[config.mk]
export PLATFORM = sky130hd
export DESIGN_NAME = apb_regfile_flat
export DESIGN_NICKNAME = d
export VERILOG_FILES = /design/src/rtl/apb_regfile_if.sv /design/src/rtl/apb_regfile.sv /design/src/flat_wrapper.sv
export SDC_FILE = /design/constraint.sdc
export NUM_CORES = 1
export LEC_CHECK = 0
export ABC_AREA = 0
export CORE_AREA = 2 2 234 236
export DETAILED_ROUTE_END_ITERATION = 10
export DIE_AREA = 0 0 236 238
export GPL_TIMING_DRIVEN = 1
export PLACE_DENSITY = 0.6
export SLEW_MARGIN = 20
export SYNTH_ARGS = -nofsm -noshare
export SYNTH_HDL_FRONTEND = slang
export SYNTH_SLANG_ARGS = --single-unit
export TNS_END_PERCENT = 1
[constraint.sdc]
create_clock -name clk -period 2.9 [get_ports clk]
set_clock_uncertainty 0.1 [all_clocks]
set_input_delay 0.29 -clock clk [delete_from_list [all_inputs] [get_ports clk]]
set_output_delay 0.29 -clock clk [all_outputs]
set_load 0.01 [all_outputs]
[src/rtl/apb_regfile_if.sv]
// APB slave bus bundle for apb_regfile; carries pstrb only when APB_REGFILE_PSTRB_EN is defined.
interface apb_regfile_if #(
  parameter int ADDR_W = 8,
  parameter int DATA_W = 32
);
  logic [ADDR_W-1:0] paddr;
  logic              psel;
  logic              penable;
  logic              pwrite;
  logic [DATA_W-1:0] pwdata;
  logic [DATA_W-1:0] prdata;
  logic              pready;
  logic              pslverr;
`ifdef APB_REGFILE_PSTRB_EN
  logic [DATA_W/8-1:0] pstrb;

  modport master (output paddr, psel, penable, pwrite, pwdata, pstrb,
                  input  prdata, pready, pslverr);
  modport slave  (input  paddr, psel, penable, pwrite, pwdata, pstrb,
                  output prdata, pready, pslverr);
`else
  modport master (output paddr, psel, penable, pwrite, pwdata,
                  input  prdata, pready, pslverr);
  modport slave  (input  paddr, psel, penable, pwrite, pwdata,
                  output prdata, pready, pslverr);
`endif
endinterface

[src/rtl/apb_regfile.sv]
// APB slave register bank with wait states, error response, read-only status registers and write pulses.
// Optional APB4 byte strobes: define APB_REGFILE_PSTRB_EN.
module apb_regfile #(
  parameter int                  DATA_W      = 32,
  parameter int                  ADDR_W      = 8,
  parameter int                  NUM_REGS    = 8,
  parameter int                  WAIT_STATES = 0,
  parameter logic [NUM_REGS-1:0] RO_MASK     = '0
) (
  input  logic                       clk,
  input  logic                       reset,
  apb_regfile_if.slave               bus,
  input  logic [NUM_REGS*DATA_W-1:0] ro_in,
  output logic [NUM_REGS*DATA_W-1:0] reg_out,
  output logic [NUM_REGS-1:0]        wr_pulse
);
  localparam int         AL    = $clog2(DATA_W / 8);
  localparam int         IDX_W = ADDR_W - AL;
  localparam logic [3:0] WS    = 4'(WAIT_STATES);

  typedef enum logic [1:0] {
    IDLE   = 2'd0,
    SETUP  = 2'd1,
    ACCESS = 2'd2
  } state_t;

  state_t            state, next_state, phase;
  logic [3:0]        cnt, next_cnt;
  logic              ready, next_ready;
  logic              slverr, next_slverr;
  logic [DATA_W-1:0] rdata, next_rdata;
  logic              commit;
  logic [IDX_W-1:0]  idx;
  logic              in_range, is_ro, err;
  logic [DATA_W-1:0] rd_value, wr_value;
  logic [DATA_W-1:0] regs [NUM_REGS];

`ifdef APB_REGFILE_PSTRB_EN
  function automatic logic [DATA_W-1:0] merge_bytes(input logic [DATA_W-1:0] old_v,
                                                    input logic [DATA_W-1:0] new_v,
                                                    input logic [DATA_W/8-1:0] strb);
    logic [DATA_W-1:0] res;
    for (int b = 0; b < DATA_W / 8; b++) begin
      res[b*8 +: 8] = strb[b] ? new_v[b*8 +: 8] : old_v[b*8 +: 8];
    end
    return res;
  endfunction
`endif

  assign idx = bus.paddr[ADDR_W-1:AL];

  // Address decode: range check, read-only lookup and the addressed register's current value
  always_comb begin
    in_range = 1'b0;
    is_ro    = 1'b0;
    rd_value = '0;
    for (int k = 0; k < NUM_REGS; k++) begin
      in_range = in_range | (32'(idx) == k[31:0]);
      is_ro    = is_ro | ((32'(idx) == k[31:0]) & RO_MASK[k]);
      rd_value = rd_value | ((32'(idx) == k[31:0])
                             ? (RO_MASK[k] ? ro_in[k*DATA_W +: DATA_W] : regs[k])
                             : '0);
    end
  end

  assign err = ~in_range | (bus.pwrite & is_ro);

  // For RW targets rd_value is the old register content, which byte merging needs
`ifdef APB_REGFILE_PSTRB_EN
  assign wr_value = merge_bytes(rd_value, bus.pwdata, bus.pstrb);
`else
  assign wr_value = bus.pwdata;
`endif

  // A select seen while idle makes the current cycle the setup phase, with or without penable
  assign phase = (state == IDLE && bus.psel) ? SETUP : state;

  // Next-state logic; completion outputs are registered one edge ahead so pready lands in the last access cycle
  always_comb begin
    next_state  = state;
    next_cnt    = cnt;
    next_ready  = 1'b0;
    next_slverr = 1'b0;
    next_rdata  = '0;
    commit      = 1'b0;
    case (phase)
      IDLE: begin
        next_state = IDLE;
        next_cnt   = 4'd0;
      end
      SETUP: begin
        next_state = ACCESS;
        next_cnt   = WS;
        if (WS == 4'd0) begin
          next_ready  = 1'b1;
          next_slverr = err;
          next_rdata  = bus.pwrite ? '0 : rd_value;
        end else begin
          next_ready  = 1'b0;
        end
      end
      ACCESS: begin
        if (!bus.psel) begin
          next_state = IDLE;
          next_cnt   = 4'd0;
        end else if (cnt != 4'd0) begin
          next_cnt = cnt - 4'd1;
          if (cnt == 4'd1) begin
            next_ready  = 1'b1;
            next_slverr = err;
            next_rdata  = bus.pwrite ? '0 : rd_value;
          end else begin
            next_ready  = 1'b0;
          end
        end else begin
          commit     = bus.pwrite & ~err;
          next_state = IDLE;
          next_cnt   = 4'd0;
        end
      end
      default: begin
        next_state = IDLE;
        next_cnt   = 4'd0;
      end
    endcase
  end

  // FSM state, wait counter and registered bus responses
  always_ff @(posedge clk or negedge reset) begin
    if (!reset) begin
      state  <= IDLE;
      cnt    <= 4'd0;
      ready  <= 1'b0;
      slverr <= 1'b0;
      rdata  <= '0;
    end else begin
      state  <= next_state;
      cnt    <= next_cnt;
      ready  <= next_ready;
      slverr <= next_slverr;
      rdata  <= next_rdata;
    end
  end

  // Register storage and per-register write pulse, both updated on the completing edge
  always_ff @(posedge clk or negedge reset) begin
    if (!reset) begin
      for (int k = 0; k < NUM_REGS; k++) begin
        regs[k] <= '0;
      end
      wr_pulse <= '0;
    end else begin
      for (int k = 0; k < NUM_REGS; k++) begin
        if (commit && (32'(idx) == k[31:0]) && !RO_MASK[k]) begin
          regs[k]     <= wr_value;
          wr_pulse[k] <= 1'b1;
        end else begin
          wr_pulse[k] <= 1'b0;
        end
      end
    end
  end

  assign bus.pready  = ready;
  assign bus.pslverr = slverr;
  assign bus.prdata  = rdata;

  for (genvar g = 0; g < NUM_REGS; g++) begin : g_out
    assign reg_out[g*DATA_W +: DATA_W] = RO_MASK[g] ? ro_in[g*DATA_W +: DATA_W] : regs[g];
  end
endmodule

[src/flat_wrapper.sv]
// flat-port wrapper written by rule: the top's interface ports become plain ports
module apb_regfile_flat 
#(
  parameter int                  DATA_W      = 32,
  parameter int                  ADDR_W      = 8,
  parameter int                  NUM_REGS    = 8,
  parameter int                  WAIT_STATES = 0,
  parameter logic [NUM_REGS-1:0] RO_MASK     = '0
)
  (clk, reset, ro_in, reg_out, wr_pulse, bus_paddr, bus_psel, bus_penable, bus_pwrite, bus_pwdata, bus_prdata, bus_pready, bus_pslverr);
  apb_regfile_if #(.ADDR_W(ADDR_W), .DATA_W(DATA_W)) bus_i ();
  input  logic clk;
  input  logic reset;
  input  logic [NUM_REGS*DATA_W-1:0] ro_in;
  output logic [NUM_REGS*DATA_W-1:0] reg_out;
  output logic [NUM_REGS-1:0] wr_pulse;
  input wire logic [$bits(bus_i.paddr)-1:0] bus_paddr;
  input wire logic [$bits(bus_i.psel)-1:0] bus_psel;
  input wire logic [$bits(bus_i.penable)-1:0] bus_penable;
  input wire logic [$bits(bus_i.pwrite)-1:0] bus_pwrite;
  input wire logic [$bits(bus_i.pwdata)-1:0] bus_pwdata;
  output wire logic [$bits(bus_i.prdata)-1:0] bus_prdata;
  output wire logic [$bits(bus_i.pready)-1:0] bus_pready;
  output wire logic [$bits(bus_i.pslverr)-1:0] bus_pslverr;
  assign bus_i.paddr = bus_paddr;
  assign bus_i.psel = bus_psel;
  assign bus_i.penable = bus_penable;
  assign bus_i.pwrite = bus_pwrite;
  assign bus_i.pwdata = bus_pwdata;
  assign bus_prdata = bus_i.prdata;
  assign bus_pready = bus_i.pready;
  assign bus_pslverr = bus_i.pslverr;
  apb_regfile #(.DATA_W(DATA_W), .ADDR_W(ADDR_W), .NUM_REGS(NUM_REGS), .WAIT_STATES(WAIT_STATES), .RO_MASK(RO_MASK)) u_core (.clk(clk), .reset(reset), .bus(bus_i), .ro_in(ro_in), .reg_out(reg_out), .wr_pulse(wr_pulse));
endmodule
## Yosys cells after proc, flatten, opt, wreduce, memory -nomap -nowiden

Index checks and enable logic that the tools add are counted.

- Bits in registers: 304
- Bits of input ports: 301
- Output and inout port bits: 298
- Word-level logic and storage cells: 93

- Add/sub/neg operators: 1
- Equal/unequal tests: 11
- Multiplexer cells: 39
- Bitwise gates (word level): 16
- Reductions and logical operators: 12

Operator list:

| kind | count |
|---|---|
| 32-bit two-way mux | 12 |
| 32-bit bitwise OR | 7 |
| 32-bit one-hot mux with 2 select lines | 1 |
| 6-bit by 3-bit == test with 1-bit output, second input constant | 4 |
| 1-bit two-way mux | 17 |
| 6-bit by 2-bit == test with 1-bit output, second input constant | 2 |
| 4-bit two-way mux | 3 |
| 1-bit logical AND | 9 |
| 1-bit bitwise OR | 7 |
| 6-bit by 1-bit == test with 1-bit output, second input constant | 1 |
| 6-bit logical NOT | 1 |
| 2-bit two-way mux | 3 |
| 4-bit by 1-bit == test with 1-bit output, second input constant | 1 |
| 1-bit one-hot mux with 2 select lines | 2 |
| 2-bit one-hot mux with 2 select lines | 1 |
| 4-bit nonzero test | 1 |
| 4-bit by 1-bit subtractor with 4-bit output, second input constant | 1 |
| 3-bit != test, second input constant | 1 |
| 2-bit by 1-bit == test with 1-bit output, second input constant | 1 |
| 2-bit == test, second input constant | 1 |
| 2-bit logical NOT | 1 |
| 1-bit bitwise AND | 1 |
| 1-bit NOT | 1 |

## Depth between registers and ports, before layout

Gate-level depths: netlist of the first run.

- Word-level depth: 14
- Mapped depth: 8
- Mapped depth without buffers: 4

## Worst setup path after synthesis of the first run

OpenSTA, ideal clock, no wires.

- Kind: register to register
- From: register u_core.cnt[0]
- To: register u_core.regs, in the netlist u_core.reg_out[192]
- Library setup time: 125 ps
- Data arrival time: 1,916 ps
- Required time: 2,675 ps
- Slack: 758 ps
- Stages on the path, launching flop included: 7
- Path buffers: 2
- Period minus slack after synthesis: 2,142 ps
- Path through: dfrtp_1 nor4_4 nand4_4 or3_1 buf_2 buf_6 mux2_4

- Word-level cells in the longest chain between the ends: 5

Ends and longest elaborated chain:

| item | RTL line | source |
|---|---|---|
| start: declaration | apb_regfile.sv:28 | `logic [3:0] cnt, next_cnt;` |
| start signal: assignment | apb_regfile.sv:138 | `cnt <= next_cnt;` |
| 4-bit nonzero test | apb_regfile.sv:106 | `end else if (cnt != 4'd0) begin` |
| 1-bit two-way mux | apb_regfile.sv:106 |  |
| 1-bit two-way mux | apb_regfile.sv:103 | `if (!bus.psel) begin` |
| 1-bit two-way mux | apb_regfile.sv:86 | `case (phase)` |
| 1-bit logical AND | apb_regfile.sv:154 | `if (commit && (32'(idx) == k[31:0]) && !RO_MASK[k]) begin` |
| end signal: indexed assignment | apb_regfile.sv:155 | `regs[k] <= wr_value;` |
| end: declaration | apb_regfile.sv:36 | `logic [DATA_W-1:0] regs [NUM_REGS];` |

Every way passes these cells.
A chain may end at the register's enable or synchronous reset.

## Worst setup path in the final report of the first run

- From: register u_core.cnt[0]
- To: register u_core.regs, in the netlist u_core.reg_out[64]

The elaborated chain is that of the path after synthesis.

==> results.sh, run 1 <==
export IMPL_first_global_vias=10320
export IMPL_p_per_area_mw_per_mm2=499.2
export IMPL_top_layer="met4"
export IMPL_via_per_inst=4.853
export IMPL_tritoncts="yes"
export IMPL_pin_count=599
export IMPL_syn_area_mm2=0.01313
export IMPL_end_kind="register"
export IMPL_clock_sinks=303
export IMPL_post_cts_repair_setup_buffers=0
export IMPL_final_layout_size_suffix_gt1_share_pct=31.75
export IMPL_rsz0062_at_grt="no"
export IMPL_die_h_um=238
export IMPL_met1_length_um=22930
export IMPL_hold_path_class="primary input to async pin"
export IMPL_setup_viol=0
export IMPL_cp_required_ns=3.20
export IMPL_maxSlewViolCount=0
export IMPL_route_met3_wl_um=4317
export IMPL_grt_antenna_before_repair=2
export IMPL_drt_iter0_drc=726
export IMPL_remaining_drc_errors=0
export IMPL_start_util_pct=24.55
export IMPL_synth_area_leaders="dfrtp_1, mux2_2, mux2i_1, mux2_4, a22oi_1"
export IMPL_cp_arrival_ns=2.75
export IMPL_ys_ff_latch=303
export IMPL_drt_total_wl_um=52880
export IMPL_chipWidth_um=236
export IMPL_ys_seq_area_share_pct=57.74
export IMPL_critPathMaxFanout=19
export IMPL_numPortBuffers=339
export IMPL_grt_overflow=0
export IMPL_drtPass1Iterations=5
export IMPL_syn_num_nets=1224
export IMPL_min_period_over_period_pct=84.39
export IMPL_path_class="register to register"
export IMPL_p_leak_uw=0.008495
export IMPL_ir_drop_v=0.0003368
export IMPL_start_kind="register"
export IMPL_fin_nets=1605
export IMPL_layout_commonest_cell="clkdlybuf4s50_1"
export IMPL_cts_htree_levels=2
export IMPL_vias=9818
export IMPL_ys_types=46
export IMPL_grt_start_max_net_pins=65
export IMPL_die_area_mm2=0.05617
export IMPL_stdcell_area_mm2=0.01910
export IMPL_routabilityCongestion=0.7548
export IMPL_finalHoldViolations=0
export IMPL_antenna_left=0
export IMPL_cts_buffers=36
export IMPL_wl_met2_um=24280
export IMPL_core_area_mm2=0.05350
export IMPL_status="complete, no violations"
export IMPL_synth_top_area_share_pct=57.74
export IMPL_wire_per_inst_um=26.14
export IMPL_root_buffer="clkbuf_16"
export IMPL_areaGrowthSynthToFinish_pct=45.42
export IMPL_clk_pin_slew_worst_paths_ns=0.06
export IMPL_hpwl_um=36210
export IMPL_syn_avg_cell_area_um2=14.23
export IMPL_dpl_cell_area_mm2=0.01789
export IMPL_clk_latency_ns=0.53
export IMPL_tightest_slew_ns=0.6591
export IMPL_cts_buffer_depth=3
export IMPL_max_slew_margin_pct=55.96
export IMPL_syn_inst=923
export IMPL_period_needed_ns=2.447
export IMPL_final_cell_mix="clkdlybuf4s50_1, dfrtp_1, mux2_2"
export IMPL_grt_total_usage_pct=18.63
export IMPL_ys_warn_count=0
export IMPL_grt_pass1_wl_um=75710
export IMPL_timing_fmax_mhz=408.6
export IMPL_rows=85
export IMPL_setup_tns_ns=0
export IMPL_synth_top_cell_by_area="dfrtp_1"
export IMPL_drv_cap=0
## state kept, by name, indices dropped and copies added (netlist names)
name                flops
u_core.cnt              4
u_core.state            1
u_core.reg_out        256
u_core.bus.pslverr      1
u_core.wr_pulse         8
u_core.bus.pready       1
u_core.bus.prdata      32
## report_power, final
group,total [uW],switching [uW],internal [uW]
Sequential,4320,41.6,4280
Clock,4600,1810,2800
Combinational,607,357,250
Total,9530,2210,7330
## per-layer routing
| metal | vias up | global-route usage (%) |
|---|---|---|
| li1 | 4204 | - |
| met1 | 5152 | 24.46 |
| met2 | 386 | 29.13 |
| met3 | 76 | 6.317 |
| met4 | 0 | 5.327 |
| met5 | - | 0 |
## final timing paths
kind                       depth (start not counted)                             end                         from  slack, ns
max                                                6  u_core.reg_out[64]$_DFFE_PN0P_      u_core.cnt[0]$_DFF_PN0_       0.45
max reg2reg                                        6  u_core.reg_out[64]$_DFFE_PN0P_      u_core.cnt[0]$_DFF_PN0_       0.45
min reg2reg                                        1     u_core.state[1]$_DFFE_PN0P_  u_core.state[1]$_DFFE_PN0P_       0.39
min in group clk                                   3     u_core.state[1]$_DFFE_PN0P_                     bus_psel       0.30
max in group asynchronous                          3  u_core.reg_out[69]$_DFFE_PN0P_                        reset       1.60
min                                                2  u_core.reg_out[65]$_DFFE_PN0P_                        reset       0.21
## synthesized netlist by cell type, drive strengths merged
| master | number |
|---|---|
| dfrtp | 303 |
| xor2 | 1 |
| inv | 2 |
| nand2b | 3 |
| a21oi | 25 |
| nand4b | 1 |
| o311a | 2 |
| or3 | 2 |
| nor2 | 26 |
| o21ai | 15 |
| a31oi | 16 |
| mux2 | 278 |
| nor4 | 2 |
| o32a | 2 |
| or4b | 3 |
| nand4 | 2 |
| a222oi | 16 |
| a211o | 1 |
| a22oi | 22 |
| nor3 | 9 |
| nor2b | 2 |
| o32ai | 1 |
| clkbuf | 22 |
| and3 | 5 |
| and2 | 3 |
| a21boi | 1 |
| nand2 | 23 |
| nand3b | 8 |
| nand3 | 14 |
| mux4 | 2 |
| mux2i | 46 |
| buf | 37 |
| or2 | 1 |
| or4bb | 1 |
| or3b | 4 |
| o22ai | 5 |
| o2bb2ai | 2 |
| o22a | 15 |
## what timing repair did
item                      in CTS  in global routing
gates resized for setup        0                  0
hold buffers                   2                  0
hold endpoints to repair      54                  0
## cells by family after synthesis
group	Yosys count	synth area share (%)
compound gates	123	6.632
xor+xnor	1	0.06671
buf+inv	61	2.220
flops	303	57.74
mux	326	28.55
simple gates	109	4.793
## cell type report
type                    instances  area [um2]
multi-input cells             559        5345
well taps                     696       870.8
inverters                       2       7.507
clock inverters                 8       120.1
repair buffers                402        4105
clock buffers                  52        1062
diodes                          1       2.502
fillers                      5175       34400
flip-flops and latches        303        7582
## metrics by stage
stage	util (%)	std cells	hold WS, ns	power [uW]	setup slack (ns)
floorplan	-	923	-0.1056	4577	0.7585
global placement	33.44	1960	0.1747	5001	0.09515
detailed placement	33.44	1960	0.1814	5010	0.1246
CTS	35.69	2022	0.1839	9678	0.4762
global route	35.70	2023	0.2222	9901	0.3911
finish	35.70	2023	0.2132	9532	0.4528
## critical path: stages (launching register included)
cell and delay [ns]:
dfrtp_1 0.47, nor4_4 0.49, nand4_4 0.14, buf_4 0.23, nor3_4 0.23, buf_12 0.27
mux2_2 0.36
Note: power is estimated with default switching activity, not from simulation.
==> run 2: changes to the inputs <==
--- a/config.mk
+++ b/config.mk
@@ -6,11 +6,11 @@
 export NUM_CORES = 1
 export LEC_CHECK = 0
 export ABC_AREA = 0
-export CORE_AREA = 2 2 234 236
+export CORE_AREA = 2 2 232 234
 export DETAILED_ROUTE_END_ITERATION = 10
-export DIE_AREA = 0 0 236 238
+export DIE_AREA = 0 0 234 236
 export GPL_TIMING_DRIVEN = 1
-export PLACE_DENSITY = 0.6
+export PLACE_DENSITY = 0.63
 export SLEW_MARGIN = 20
 export SYNTH_ARGS = -nofsm -noshare
 export SYNTH_HDL_FRONTEND = slang
==> constraint.sdc (replaced) <==
create_clock -name clk -period 2.05 [get_ports clk]
set_clock_uncertainty 0.1 [all_clocks]
set_input_delay 0.205 -clock clk [delete_from_list [all_inputs] [get_ports clk]]
set_output_delay 0.205 -clock clk [all_outputs]
set_load 0.01 [all_outputs]
==> run 2 against run 1 <==
  * The run now ends with setup timing left
  * First-iteration DRC count rose by 1.5%
  * Wire length grew 1.4%
  * Largest cell class unchanged
  * Register-to-register slack worse by 0.63 ns
  * Sequential share of layout area fell by 1.8 points
  * Count of clock-buffer cells in the layout fell by 1
  * Global-route usage rose by 0.42 points
  * Core utilization increased by 2.0 points
  * Non-clock buffer count increased by 41
==> results.sh, run 2 (same netlist as run 1, synthesis figures left out) <==
export IMPL_status="finished, violations left"
export IMPL_violations="setup timing"
export IMPL_rows=85
export IMPL_final_layout_size_suffix_gt1_share_pct=34.58
export IMPL_numPortBuffers=339
export IMPL_start_kind="register"
export IMPL_die_h_um=236
export IMPL_remaining_drc_errors=0
export IMPL_via_per_inst=4.864
export IMPL_setup_viol=257
export IMPL_crit_chain="nor4_4, nand4_4, buf_6, nor2_4, buf_12, buf_12, mux2_2"
export IMPL_drtPass1Iterations=5
export IMPL_netSwitchingFraction_pct=23.34
export IMPL_dp_cells=1999
export IMPL_fill_cells=5005
export IMPL_grt_overflow=0
export IMPL_cp_required_ns=2.37
export IMPL_max_slew_margin_pct=62.30
export IMPL_pin_count=599
export IMPL_wire_per_inst_um=25.97
export IMPL_hold_worst_slack_ns=0.04881
export IMPL_crit_family="simple AND/OR/NAND/NOR gates"
export IMPL_p_per_area_mw_per_mm2=676.0
export IMPL_tightest_slew_ns=0.5655
export IMPL_end_kind="register"
export IMPL_min_period_over_period_pct=108.5
export IMPL_first_global_vias=10510
export IMPL_largest_register_ffs=256
export IMPL_clk_latency_ns=0.55
export IMPL_critPathMaxFanout=10
export IMPL_clock_sinks=303
export IMPL_path_class="register to register"
export IMPL_pwr_share_comb_pct=6.9
export IMPL_antennaDiodeCount=0
export IMPL_hold_path_class="primary input to register"
export IMPL_drv_cap=0
export IMPL_final_seq_area_mm2=0.007584
export IMPL_root_buffer="clkbuf_16"
export IMPL_hpwl_um=37640
export IMPL_core_area_mm2=0.05307
export IMPL_switchingPower_uw=3157
export IMPL_timing_fmax_mhz=449.8
export IMPL_finalHoldViolations=0
export IMPL_maxSlewViolCount=0
export IMPL_rsz0062_at_grt="yes"
export IMPL_clk_pin_slew_worst_paths_ns=0.06
export IMPL_antenna_left=0
export IMPL_die_area_mm2=0.05522
export IMPL_routabilityCongestion=0.7934
export IMPL_vias=10040
export IMPL_layout_setup_ws_ns=-0.1733
export IMPL_grt_antenna_before_repair=0
export IMPL_grt_pass1_wl_um=75930
export IMPL_seqPwrFrac_pct=45.2
export IMPL_tritoncts="yes"
export IMPL_fin_nets=1646
export IMPL_power_uw=13530
export IMPL_crit_buf_inv=3
export IMPL_cp_arrival_ns=2.54
export IMPL_cts_htree_levels=2
export IMPL_drt_iter0_drc=737
export IMPL_p_leak_uw=0.008845
export IMPL_cts_buffer_depth=3
export IMPL_ir_drop_v=0.0004372
export IMPL_multi_input_area_mm2=0.005817
export IMPL_grt_total_usage_pct=19.05
export IMPL_period_needed_ns=2.223
export IMPL_crit_slowest_cell="dfrtp_2"
export IMPL_start_util_pct=24.74
export IMPL_final_cell_mix="clkdlybuf4s50_1, dfrtp_1, mux2_4"
export IMPL_drt_total_wl_um=53600
export IMPL_slowest_delay_ns=0.44
export IMPL_cts_buffers=36
export IMPL_areaGrowthSynthToFinish_pct=52.37
export IMPL_p_int_uw=10370
export IMPL_place_ws_ns=-0.5450
export IMPL_clkPwrFrac_pct=47.8
export IMPL_grt_start_max_net_pins=59
export IMPL_layout_commonest_cell="clkdlybuf4s50_1"
export IMPL_chipWidth_um=234
export IMPL_cpMostUsedCell="buf_12"
export IMPL_layout_cells_non_filler=2064
run 2: cell count changes in the layout (fill, tap and decap cells not counted), moves of 2 or more:
cell / delta
inv_6: +2
buf_6: +3
mux2_1: -2
mux2_4: +114
a21oi_1: -3
a21oi_2: +3
a31oi_1: -2
mux2_2: -112
buf_4: +29
clkbuf_8: -2
buf_12: +9
a31oi_2: +2
run 2: worst paths after layout:
| check | startpoint | to | slack (ns) | cells after the start |
|---|---|---|---|---|
| max in group asynchronous | reset | u_core.reg_out[210]$_DFFE_PN0P_ | 0.97 | 3 |
| setup reg to reg | u_core.cnt[2]$_DFF_PN0_ | u_core.reg_out[158]$_DFFE_PN0P_ | -0.17 | 7 |
| hold reg to reg | u_core.reg_out[5]$_DFFE_PN0P_ | u_core.reg_out[5]$_DFFE_PN0P_ | 0.44 | 1 |
| hold / removal | bus_paddr[4] | u_core.wr_pulse[2]$_DFF_PN0_ | 0.05 | 3 |
| setup / recovery | u_core.cnt[2]$_DFF_PN0_ | u_core.reg_out[158]$_DFFE_PN0P_ | -0.17 | 7 |
| min in group asynchronous | reset | u_core.reg_out[97]$_DFFE_PN0P_ | 0.09 | 2 |
run 2: power groups by stage:
stage	Sequential (uW)	Clock, uW	Combinational [uW]
finish	6120	6470	939
global route	6120	6870	1000
CTS	6120	6630	937
detailed placement	6220	0	913
global placement	6220	0	904
floorplan	6240	0	234
run 2: timing repair:
item,in CTS,in global routing
hold buffers,1,0
cloned,0,1
hold endpoints to repair,279,0
resized for setup,57,69
setup buffers,0,2
setup endpoints to repair,283,283
pin swaps,3,3
run 2: stage by stage:
stage | cell area [um2] | utilization [%] | setup TNS (ns)
2_1_floorplan | 13140 | - | -1.454
3_3_place_gp | 18290 | 34.46 | -122.02
3_5_place_dp | 18290 | 34.46 | -124.76
4_1_cts | 19700 | 37.12 | -29.07
5_1_grt | 20010 | 37.70 | -44.98
6_report | 20010 | 37.70 | -28.47
run 2: metal layers:
metal	global-route usage, %	wire [um]
met1	24.98	22920
met5	0	0
met4	9.129	2235
met3	4.110	3529
met2	29.75	24920
run 2: layout make-up:
class	count	area share (%)
sequential	303	37.90
multi-input combinational	559	29.07
timing repair buffer	443	22.75
clock buffer	51	5.190
tap	696	4.352
clock inverter	10	0.6941
inverter	2	0.03752
run 2: worst min-delay path, cell delays in order:
cell and delay, ns:
buf_6 0.10, buf_4 0.25, nor3_1 0.10
